## src/rtl/char_render.sv

```systemverilog
// rtl/char_render.sv - renders one font glyph: window command, then row-by-row RGB565 pixel stream
// Pulses next_char_flag when the glyph is done so the character selector can advance.
module char_render #(
   parameter logic [15:0] Y0         = 16'd100,
   parameter logic [15:0] FG_COLOR   = 16'hFFFF,
   parameter logic [15:0] BG_COLOR   = 16'h0000,
   parameter int          SETTLE_CYC = 3
) (
   input  logic        clk,
   input  logic        rst_n,
   input  logic        en,
   input  logic [8:0]  addr_start,
   input  logic [15:0] window_x0,
   input  logic [5:0]  char_length,
   input  logic [5:0]  x_size,
   output logic        next_char_flag,
   output logic [8:0]  rom_addr,
   input  logic [31:0] rom_data,
   output logic        win_valid,
   input  logic        win_ready,
   output logic [15:0] win_x0,
   output logic [15:0] win_x1,
   output logic [15:0] win_y0,
   output logic [15:0] win_y1,
   output logic        pix_valid,
   input  logic        pix_ready,
   output logic [15:0] pix_data
);

   typedef enum logic [2:0] {
      IDLE, SETTLE, LATCH, WIN, RD, RWAIT, PIX, DONE
   } state_t;

   localparam logic [7:0] SETTLE_LAST = 8'(SETTLE_CYC - 1);

   state_t      state;
   logic [7:0]  settle_cnt;
   logic [8:0]  base_q;
   logic [5:0]  len_q;
   logic [5:0]  xs_q;
   logic [5:0]  row;
   logic [5:0]  col;
   logic [31:0] row_word;
   logic [5:0]  row_nxt;

   assign row_nxt = row + 6'd1;

   always_ff @(posedge clk or negedge rst_n) begin
      if (!rst_n) begin
         state          <= IDLE;
         settle_cnt     <= '0;
         base_q         <= '0;
         len_q          <= '0;
         xs_q           <= '0;
         row            <= '0;
         col            <= '0;
         row_word       <= '0;
         next_char_flag <= 1'b0;
         rom_addr       <= '0;
         win_valid      <= 1'b0;
         win_x0         <= '0;
         win_x1         <= '0;
         win_y0         <= '0;
         win_y1         <= '0;
         pix_valid      <= 1'b0;
         pix_data       <= '0;
      end else begin
         next_char_flag <= 1'b0;
         case (state)
            IDLE: begin
               if (en) begin
                  settle_cnt <= '0;
                  state      <= SETTLE;
               end
            end
            SETTLE: begin
               if (settle_cnt == SETTLE_LAST)
                  state <= LATCH;
               else
                  settle_cnt <= settle_cnt + 8'd1;
            end
            LATCH: begin
               base_q <= addr_start;
               len_q  <= char_length;
               xs_q   <= x_size;
               win_x0 <= window_x0;
               win_x1 <= window_x0 + {10'd0, x_size};
               win_y0 <= Y0;
               win_y1 <= Y0 + {10'd0, char_length} - 16'd1;
               if (char_length == 6'd0) begin
                  next_char_flag <= 1'b1;
                  state          <= DONE;
               end else begin
                  win_valid <= 1'b1;
                  state     <= WIN;
               end
            end
            WIN: begin
               if (win_ready) begin
                  win_valid <= 1'b0;
                  row       <= '0;
                  rom_addr  <= base_q;
                  state     <= RD;
               end
            end
            // rom_addr was set on entry, so the sync ROM registers it at the end of RD
            RD: state <= RWAIT;
            RWAIT: begin
               row_word  <= rom_data << 1;
               col       <= '0;
               pix_valid <= 1'b1;
               pix_data  <= rom_data[31] ? FG_COLOR : BG_COLOR;
               state     <= PIX;
            end
            PIX: begin
               if (pix_ready) begin
                  if (col == xs_q) begin
                     pix_valid <= 1'b0;
                     if (row == len_q - 6'd1) begin
                        next_char_flag <= 1'b1;
                        state          <= DONE;
                     end else begin
                        row      <= row_nxt;
                        rom_addr <= base_q + {3'b000, row_nxt};
                        state    <= RD;
                     end
                  end else begin
                     col      <= col + 6'd1;
                     row_word <= row_word << 1;
                     pix_data <= row_word[31] ? FG_COLOR : BG_COLOR;
                  end
               end
            end
            DONE: begin
               settle_cnt <= '0;
               state      <= en ? SETTLE : IDLE;
            end
            default: state <= IDLE;
         endcase
      end
   end

endmodule
```

## config.mk

```make
export PLATFORM = sky130hd
export DESIGN_NAME = char_render
export DESIGN_NICKNAME = d
export VERILOG_FILES = /design/src/rtl/char_render.sv
export SDC_FILE = /design/constraint.sdc
export NUM_CORES = 1
export LEC_CHECK = 0
export CAP_MARGIN = 0
export CORE_UTILIZATION = 40
export CTS_BUF_LIST = sky130_fd_sc_hd__clkbuf_8
export CTS_CLUSTER_DIAMETER = 60
export CTS_CLUSTER_SIZE = 25
export DETAILED_ROUTE_END_ITERATION = 8
export PLACE_DENSITY = 0.67
export SYNTH_ARGS = -nofsm -noshare
export SYNTH_HDL_FRONTEND = slang
export SYNTH_SLANG_ARGS = --single-unit
```

## constraint.sdc

```tcl
create_clock -name clk -period 4.22 [get_ports clk]
set_clock_uncertainty 0.15 [all_clocks]
set_input_delay 0.633 -clock clk [delete_from_list [all_inputs] [get_ports clk]]
set_output_delay 0.633 -clock clk [all_outputs]
set_load 0.02 [all_outputs]
```

Yosys cells after proc, flatten, opt, wreduce, memory -nomap -nowiden --
Cells that the tools add are included.
Operators by class: mux-type cells 44, reduce and logical (&&, ||, !) cells 12, eq/ne operators 19, divide/modulo/power cells 0, shift operators 0, bitwise gates (word level) 0, $add $sub $neg 8, magnitude comparators 0, $mul 0
Operators by type and width (number):
- 16-bit 2-to-1 mux | 4
- 32-bit 2-to-1 mux | 2
- 32-bit one-hot mux with 2 select lines | 1
- 6-bit 2-to-1 mux | 6
- 9-bit 2-to-1 mux | 4
- 16-bit one-hot mux with 2 select lines | 1
- 3-bit one-hot mux with 8 select lines | 1
- 6-bit one-hot mux with 2 select lines | 2
- 8-bit one-hot mux with 3 select lines | 1
- 3-bit 2-to-1 mux | 6
- 2-bit inequality test (second input constant) | 9
- 9-bit one-hot mux with 2 select lines | 1
- 16-bit by 6-bit adder with 16-bit output | 1
- 8-bit 2-to-1 mux | 2
- 6-bit by 1-bit adder with 6-bit output (second input constant) | 2
- 3-bit == test (second input constant) | 4
- 6-bit == test | 2
- 3-bit AND reduction | 4
- 5-bit AND reduction | 2
- 9-bit by 6-bit adder with 9-bit output | 1
- 1-bit 2-to-1 mux | 9
- 8-bit by 1-bit subtractor with 9-bit output (second input constant) | 1
- 7-bit by 6-bit adder with 8-bit output (first input constant) | 1
- 8-bit by 1-bit adder with 8-bit output (second input constant) | 1
- 10 further kinds | 15
Word-level totals: memory bits (writable) 0, register bits after elaboration 153, memory bits (read-only) 0, input bits 74, bits in latches 0, logic and storage cells 100, memories 0

Longest topological paths before layout --
Gate-level depths: netlist of run 1.
depth in word-level cells 6, mapped depth 10, depth with buffers taken out 10

Worst setup path before layout of run 1 --
Ideal clock, no wire load.
path kind input to register, start point input port window_x0[0], end point register win_x1[10], library setup time 0.083 ns, path buffers 0, path slack 1.732 ns, data required time 3.987 ns, cell stages on the path 9, arrival 2.255 ns, cells stage by stage ha_1 inv_1 fa_1 nor2b_1 o21ai_0 a21boi_0 o311ai_0 xor2_1 o21ai_0
Between the ends: longest elaborated chain between the ends 1
RTL lines:
- from (decl) | line 13 | input logic [15:0] window_x0,
- 16-bit by 6-bit adder with 16-bit output | line 87 | win_x1 <= window_x0 + {10'd0, x_size};
- to (signal assigned) | line 87
- to (decl) | line 22 | output logic [15:0] win_x1,
Every way passes these cells. A chain may end at the register's enable or synchronous reset.

Worst setup path in the final report of run 1 --
start point input port x_size[0], end point register win_x1[8]
Between the ends: longest elaborated chain between the ends 1
RTL lines:
- from (decl) | line 15 | input logic [5:0] x_size,
- 16-bit by 6-bit adder with 16-bit output | line 87
Every way passes these cells.

==> results of run 1 <==
## how the worst max path moves through the flow
stage                               to  slack [ns]  cells past startpoint
6_report         win_x1[8]$_DFFE_PN0P_        1.35                     10
5_1_grt         win_x1[10]$_DFFE_PN0P_        1.15                     10
4_1_cts        rom_addr[5]$_DFFE_PN0P_        1.33                      8
3_5_place_dp     win_x1[8]$_DFFE_PN0P_        0.92                     10
3_3_place_gp    win_x1[10]$_DFFE_PN0P_        0.97                     10
2_1_floorplan   win_x1[10]$_DFFE_PN0P_        1.73                      9
## stage by stage
stage | instance area [um^2] | total power, uW | hold slack [ns] | setup WS, ns
after global routing | 8780 | 6680 | 0.0406 | 1.15
after global placement | 8340 | 5030 | 0.315 | 0.966
after detailed placement | 8340 | 5070 | 0.325 | 0.919
after floorplan | 7000 | 4100 | 0.187 | 1.73
final | 8780 | 6210 | 0.0253 | 1.35
after CTS | 8780 | 6290 | 0.0253 | 1.33
## registers in the layout (all words and copies together) (netlist names)
register and cells:
win_x0 16, rom_addr 9, row 6, row_word 31
pix_data 1, len_q 6, win_y1 8, next_char_flag 1
win_valid 1, win_x1 16, xs_q 6, pix_valid 1
col 6, state 3, win_y0 1, settle_cnt 8
base_q 9
## worst max-delay path, cell delays in order
cell and delay, ns:
clkdlybuf4s50_1 0.49, ha_1 0.17, inv_1 0.05, fa_1 0.40
nor2b_1 0.11, o21ai_0 0.09, a21boi_0 0.53, o21a_1 0.26
mux2i_1 0.23, nand2_1 0.07
## layer usage
metal | vias to the layer above | GRT usage, %
li1 | 2664 | -
met1 | 2530 | 23.8
met2 | 135 | 28.5
met3 | 10 | 6.89
met4 | 0 | 4.92
met5 | - | 0
## cells in the final DEF (no fill, tap or decap), types with 3 or more instances in the layout
cell type and instances:
clkdlybuf4s50_1 143, dfrtp_1 129, nand2_1 122, nor2_1 62
o21ai_0 48, a31oi_1 36, mux2_2 34, xor2_1 31
conb_1 21, inv_1 19, nand3_1 19, ha_1 19
clkbuf_8 17, a21oi_1 16, nor3_1 10, mux2_4 9
xnor2_1 8, o31ai_1 8, nand4_1 7, nor2b_1 5
o21ai_1 5, buf_4 5, nand2b_1 4, and3_1 4
mux2i_1 4, bufinv_16 4, clkinv_4 4, and3b_1 3
nor4_1 3, nand4b_1 3, clkinvlp_4 3, inv_6 3
## power groups by stage
| stage | logic, uW | clock network (uW) | registers (uW) |
|---|---|---|---|
| after global placement | 2820 | 0 | 2210 |
| after CTS | 2860 | 1210 | 2220 |
| after detailed placement | 2840 | 0 | 2230 |
| after global routing | 3110 | 1270 | 2290 |
| after floorplan | 1680 | 0 | 2410 |
| final | 2820 | 1180 | 2210 |
## cell type report
cell class / count / area (um^2)
sequential: 129 / 3230
fill: 1551 / 7980
clock buffer: 17 / 234
clock inverter: 15 / 208
timing repair buffer: 149 / 1480
tap: 220 / 275
multi-input combinational: 522 / 3290
inverter: 18 / 67.6
## cells by family after synthesis
logic type,after synthesis,share of synthesized area [%]
AO/OA/AOI/OAI,134,11.8
XOR/XNOR,39,4.93
adder cells (fa/ha/maj),21,4.01
buffers and inverters,90,7.23
flip-flops,129,46.6
multiplexers,47,8.06
other,1,0.0541
AND/OR/NAND/NOR,260,17.3
==> metrics.cfg, run 1 <==
[setup_path]
reg2regPathDepth = 8
timing.rr.end = rom_addr[5]$_DFFE_PN0P_
cp.arrival_ns = 3.05
cp-start-kind = input port
timing.rr.start = len_q[0]$_DFFE_PN0P_
cp.required_ns = 4.40
cp-end-kind = flip-flop
path_max_fanout = 5
path_class = in2reg
rrSetupSlack_ns = 1.37
startpoint = x_size[0]

[route]
wl_per_cell_um = 14.4
ant_nets = 0
dr.pass1.iters = 4
wl_met2_um = 7120
drc = 0
totalWireLength_um = 15400
wl_met3_um = 999
via_per_inst = 4.99
drtIter0Drc = 246
vias = 5339
top_layer = met4
wl_met1_um = 7210

[cts]
tritoncts = built
clk_latency_ns = 0.45
cts_buffers = 17
cts_max_path_buffers = 2
hold_buffers = 0
cts_resized = 0
cts.sink_count = 129
clk_pin_slew_ns = 0.08
post_cts_buffers = 0
ctsHtreeMaxLevel = 4
root_buffer = clkbuf_8

[pwr]
power.share.switching_pct = 38.9
ir_worst_vdd_mv = 0.343
p_comb_share_pct = 45.4
power.share.sequential_pct = 35.6
clockPowerShare_pct = 19.0
p_int_uw = 3800
power_switching_uw = 2420
leakagePower_uw = 0.00378
power_density_nw_per_um2 = 707

[floorplan]
core_area_um2 = 16800
die_h_um = 134
die-area_um2 = 17800
io_pins = 166
fp.dieW_um = 134
num_rows = 47
initial_core_util_pct = 41.3

[synthesis]
synthArstFlopShare_pct = 100
yosysUniqueCellTypes = 61
syn_area_um2 = 6930
synth.area.top_cells = dfrtp_1 (47%), nand2_1 (6.6%), mux2_2 (5.5%)
synth-seq-area-share_pct = 46.6
yosysMostFrequentCell = dfrtp_1
synth_seq_cells = 129
ys.flop_type = dfrtp_1
ys.warnings.count = 0
yosys.area.top_type = dfrtp_1
netlist_instances = 721
synth_top_cell_area_share_pct = 46.6
synth-edff-count = 0
synth.avg_cell_area_um2 = 9.61
synthTopCellsByCount = dfrtp_1 (129), nand2_1 (122), nor2_1 (62)

[finish]
drive_gt1_share_pct = 10.7
instances_no_fill = 1070
fin_util_pct = 52.4
nets = 932
insertedDiodeCount = 0
area_growth_pct = 26.8

[timing]
hold_viol = 0
period_needed_ns = 2.87
slew_violations = 0
finalSetupViolCount = 0
fin_setup_tns_ns = 0
slew_headroom_pct = 33.3
post-route-period-util_pct = 68.0
rsz0062_at_grt = no
fmax_mhz = 348
worst_pin_slew_ns = 1.00

[placement]
dp_hpwl_um = 10700
gp_congestion = 0.817
numPortBuffers = 144
dp_cells = 1038

[global_route]
antenna_found_initial = 0
track_usage_pct = 18.3
grt_max_degree = 94
grt_pass1_wl_um = 25600
overflow = 0
first_global_vias = 5082

[job]
max_cap_violations = 0

[status]
status = finished, final reports clean

[hold_path]
hp-class = in2async

Note: power is estimated with default switching activity, not from simulation.
==> inputs of run 2 (changes only) <==
--- a/config.mk
+++ b/config.mk
@@ -11,7 +11,7 @@
 export CTS_CLUSTER_DIAMETER = 60
 export CTS_CLUSTER_SIZE = 25
 export DETAILED_ROUTE_END_ITERATION = 8
-export PLACE_DENSITY = 0.67
+export PLACE_DENSITY = 0.69
 export SYNTH_ARGS = -nofsm -noshare
 export SYNTH_HDL_FRONTEND = slang
 export SYNTH_SLANG_ARGS = --single-unit
==> constraint.sdc (replaced) <==
create_clock -name clk -period 2.3 [get_ports clk]
set_clock_uncertainty 0.15 [all_clocks]
set_input_delay 0.345 -clock clk [delete_from_list [all_inputs] [get_ports clk]]
set_output_delay 0.345 -clock clk [all_outputs]
set_load 0.02 [all_outputs]
==> run 2 against run 1 <==
Die area did not move. Via count rose by 6.0%. The run now ends with setup timing left. Register-to-register slack got worse by 1.4 ns. Sequential power rose by 81%. Count of clock-buffer cells in the layout did not move. Critical path depth did not move.
==> metrics.cfg, run 2 (synthesized netlist as in run 1, its figures left out) <==
[placement]
dp_hpwl_um = 11400
place_ws_ns = -0.449
dp_cells = 1102
numPortBuffers = 144
gp_congestion = 0.863
placed_area_um2 = 8920

[floorplan]
die-area_um2 = 17800
fp.dieW_um = 134
core_area_um2 = 16800
num_rows = 47
io_pins = 166
initial_core_util_pct = 41.3
die_h_um = 134

[global_route]
top_usage_layer = met2
use_met2_pct = 29.8
overflow = 0
grt_pass1_wl_um = 26600
grt_util_met1_pct = 24.7
globalRouteMet3Util_pct = 5.97
first_global_vias = 5451
antenna_found_initial = 0
track_usage_pct = 18.9
grt_max_degree = 85

[finish]
reg_top3 = row_word: 31 flops, win_x0: 16 flops, win_x1: 16 flops
largest_reg_flops = 31
regMostFlops = row_word
drive_gt1_share_pct = 22.6
nets = 1011
final_cell_mix = clkdlybuf4s50_1 (143), dfrtp_1 (124), nand2_1 (121)
instances_no_fill = 1149
insertedDiodeCount = 0
final_area_um2 = 9630
mostFrequentLayoutCell = clkdlybuf4s50_1
area_growth_pct = 39.1

[cts]
ctsHtreeMaxLevel = 4
tritoncts = built
root_buffer = clkbuf_8
cts_max_path_buffers = 2
cts.sink_count = 129
cts_buffers = 17
clk_latency_ns = 0.44
clk_pin_slew_ns = 0.09

[timing]
rsz0062_at_grt = yes
period_needed_ns = 2.34
whs_ns = 0.304
slew_violations = 0
post-route-period-util_pct = 102
finalWorstSetupSlack_ns = -0.0365
slew_headroom_pct = 62.0
worst_pin_slew_ns = 0.570
fmax_mhz = 428
finalSetupViolCount = 3
hold_viol = 0

[pwr]
ir_worst_vdd_mv = 0.660
leakagePower_uw = 0.00421
power_density_nw_per_um2 = 1230

[setup_path]
reg2regPathDepth = 10
cp-end-kind = flip-flop
rrSetupSlack_ns = -0.04
path_max_fanout = 4
cp.required_ns = 2.47
cp-start-kind = flip-flop
cp.arrival_ns = 2.51
path_class = reg2reg

[route]
dr.pass1.iters = 6
drc = 0
via_per_inst = 4.92
totalWireLength_um = 16300
ant_nets = 0
wl_per_cell_um = 14.2
drtIter0Drc = 383
vias = 5657

[job]
max_cap_violations = 0

[status]
violations = setup timing
status = finished with violations

[hold_path]
hp-class = in2async

run 2: worst paths after layout:
check	from	to
max	row[0]$_DFFE_PN0P_	rom_addr[7]$_DFFE_PN0P_
min	rst_n	row_word[15]$_DFFE_PN0P_
max reg2reg	row[0]$_DFFE_PN0P_	rom_addr[7]$_DFFE_PN0P_
min reg2reg	win_x1[4]$_DFFE_PN0P_	win_x1[4]$_DFFE_PN0P_
max in group asynchronous	rst_n	row[2]$_DFFE_PN0P_
min in group clk	rom_data[10]	row_word[11]$_DFFE_PN0P_
run 2: stage by stage:
step                power [uW]  utilization, %  TNS, ns
floorplan                 7560               -        0
global placement          9620            53.2    -2.63
detailed placement        9730            53.2    -3.37
CTS                      11800            56.6  -0.0704
global route             12700            57.5    -1.16
finish                   11800            57.5  -0.0573
run 2: area by class of cell:
type / count / area [um^2]
inverter: 18 / 67.6
fill: 1486 / 7130
clock buffer: 17 / 234
multi-input combinational: 523 / 3530
sequential: 129 / 3230
tap: 220 / 275
clock inverter: 15 / 160
timing repair buffer: 227 / 2130
run 2: repair_timing:
item	in CTS	in global routing
endpoints found under the hold margin	38	0
gates resized for setup	19	31
pin swaps	18	13
gates cloned	1	0
buffers inserted	9	4
hold buffers	1	0
endpoints found under the setup margin	15	19
run 2: worst max-delay path, cell delays in order, from the launching register on:
cell and delay [ns]:
dfrtp_2 0.45, ha_4 0.18, or2b_1 0.24, nand2_2 0.08, ha_4 0.21, nor2_1 0.14, nor2_2 0.06, a21oi_2 0.20
buf_4 0.15, o311ai_2 0.11, mux2_4 0.27
run 2: per-layer routing:
metal / up-vias / share of wire (%)
met5: - / 0
met4: 0 / 1.1
met3: 11 / 5.9
met2: 151 / 48
met1: 2674 / 45
li1: 2821 / -
run 2: report_power, final:
part | switching (uW) | internal (uW) | total (uW) | leakage, uW
Sequential | 720 | 3280 | 4000 | 0.00154
Clock | 968 | 971 | 1940 | 0.000185
Combinational | 2920 | 2960 | 5880 | 0.00249
Total | 4610 | 7210 | 11800 | 0.00421
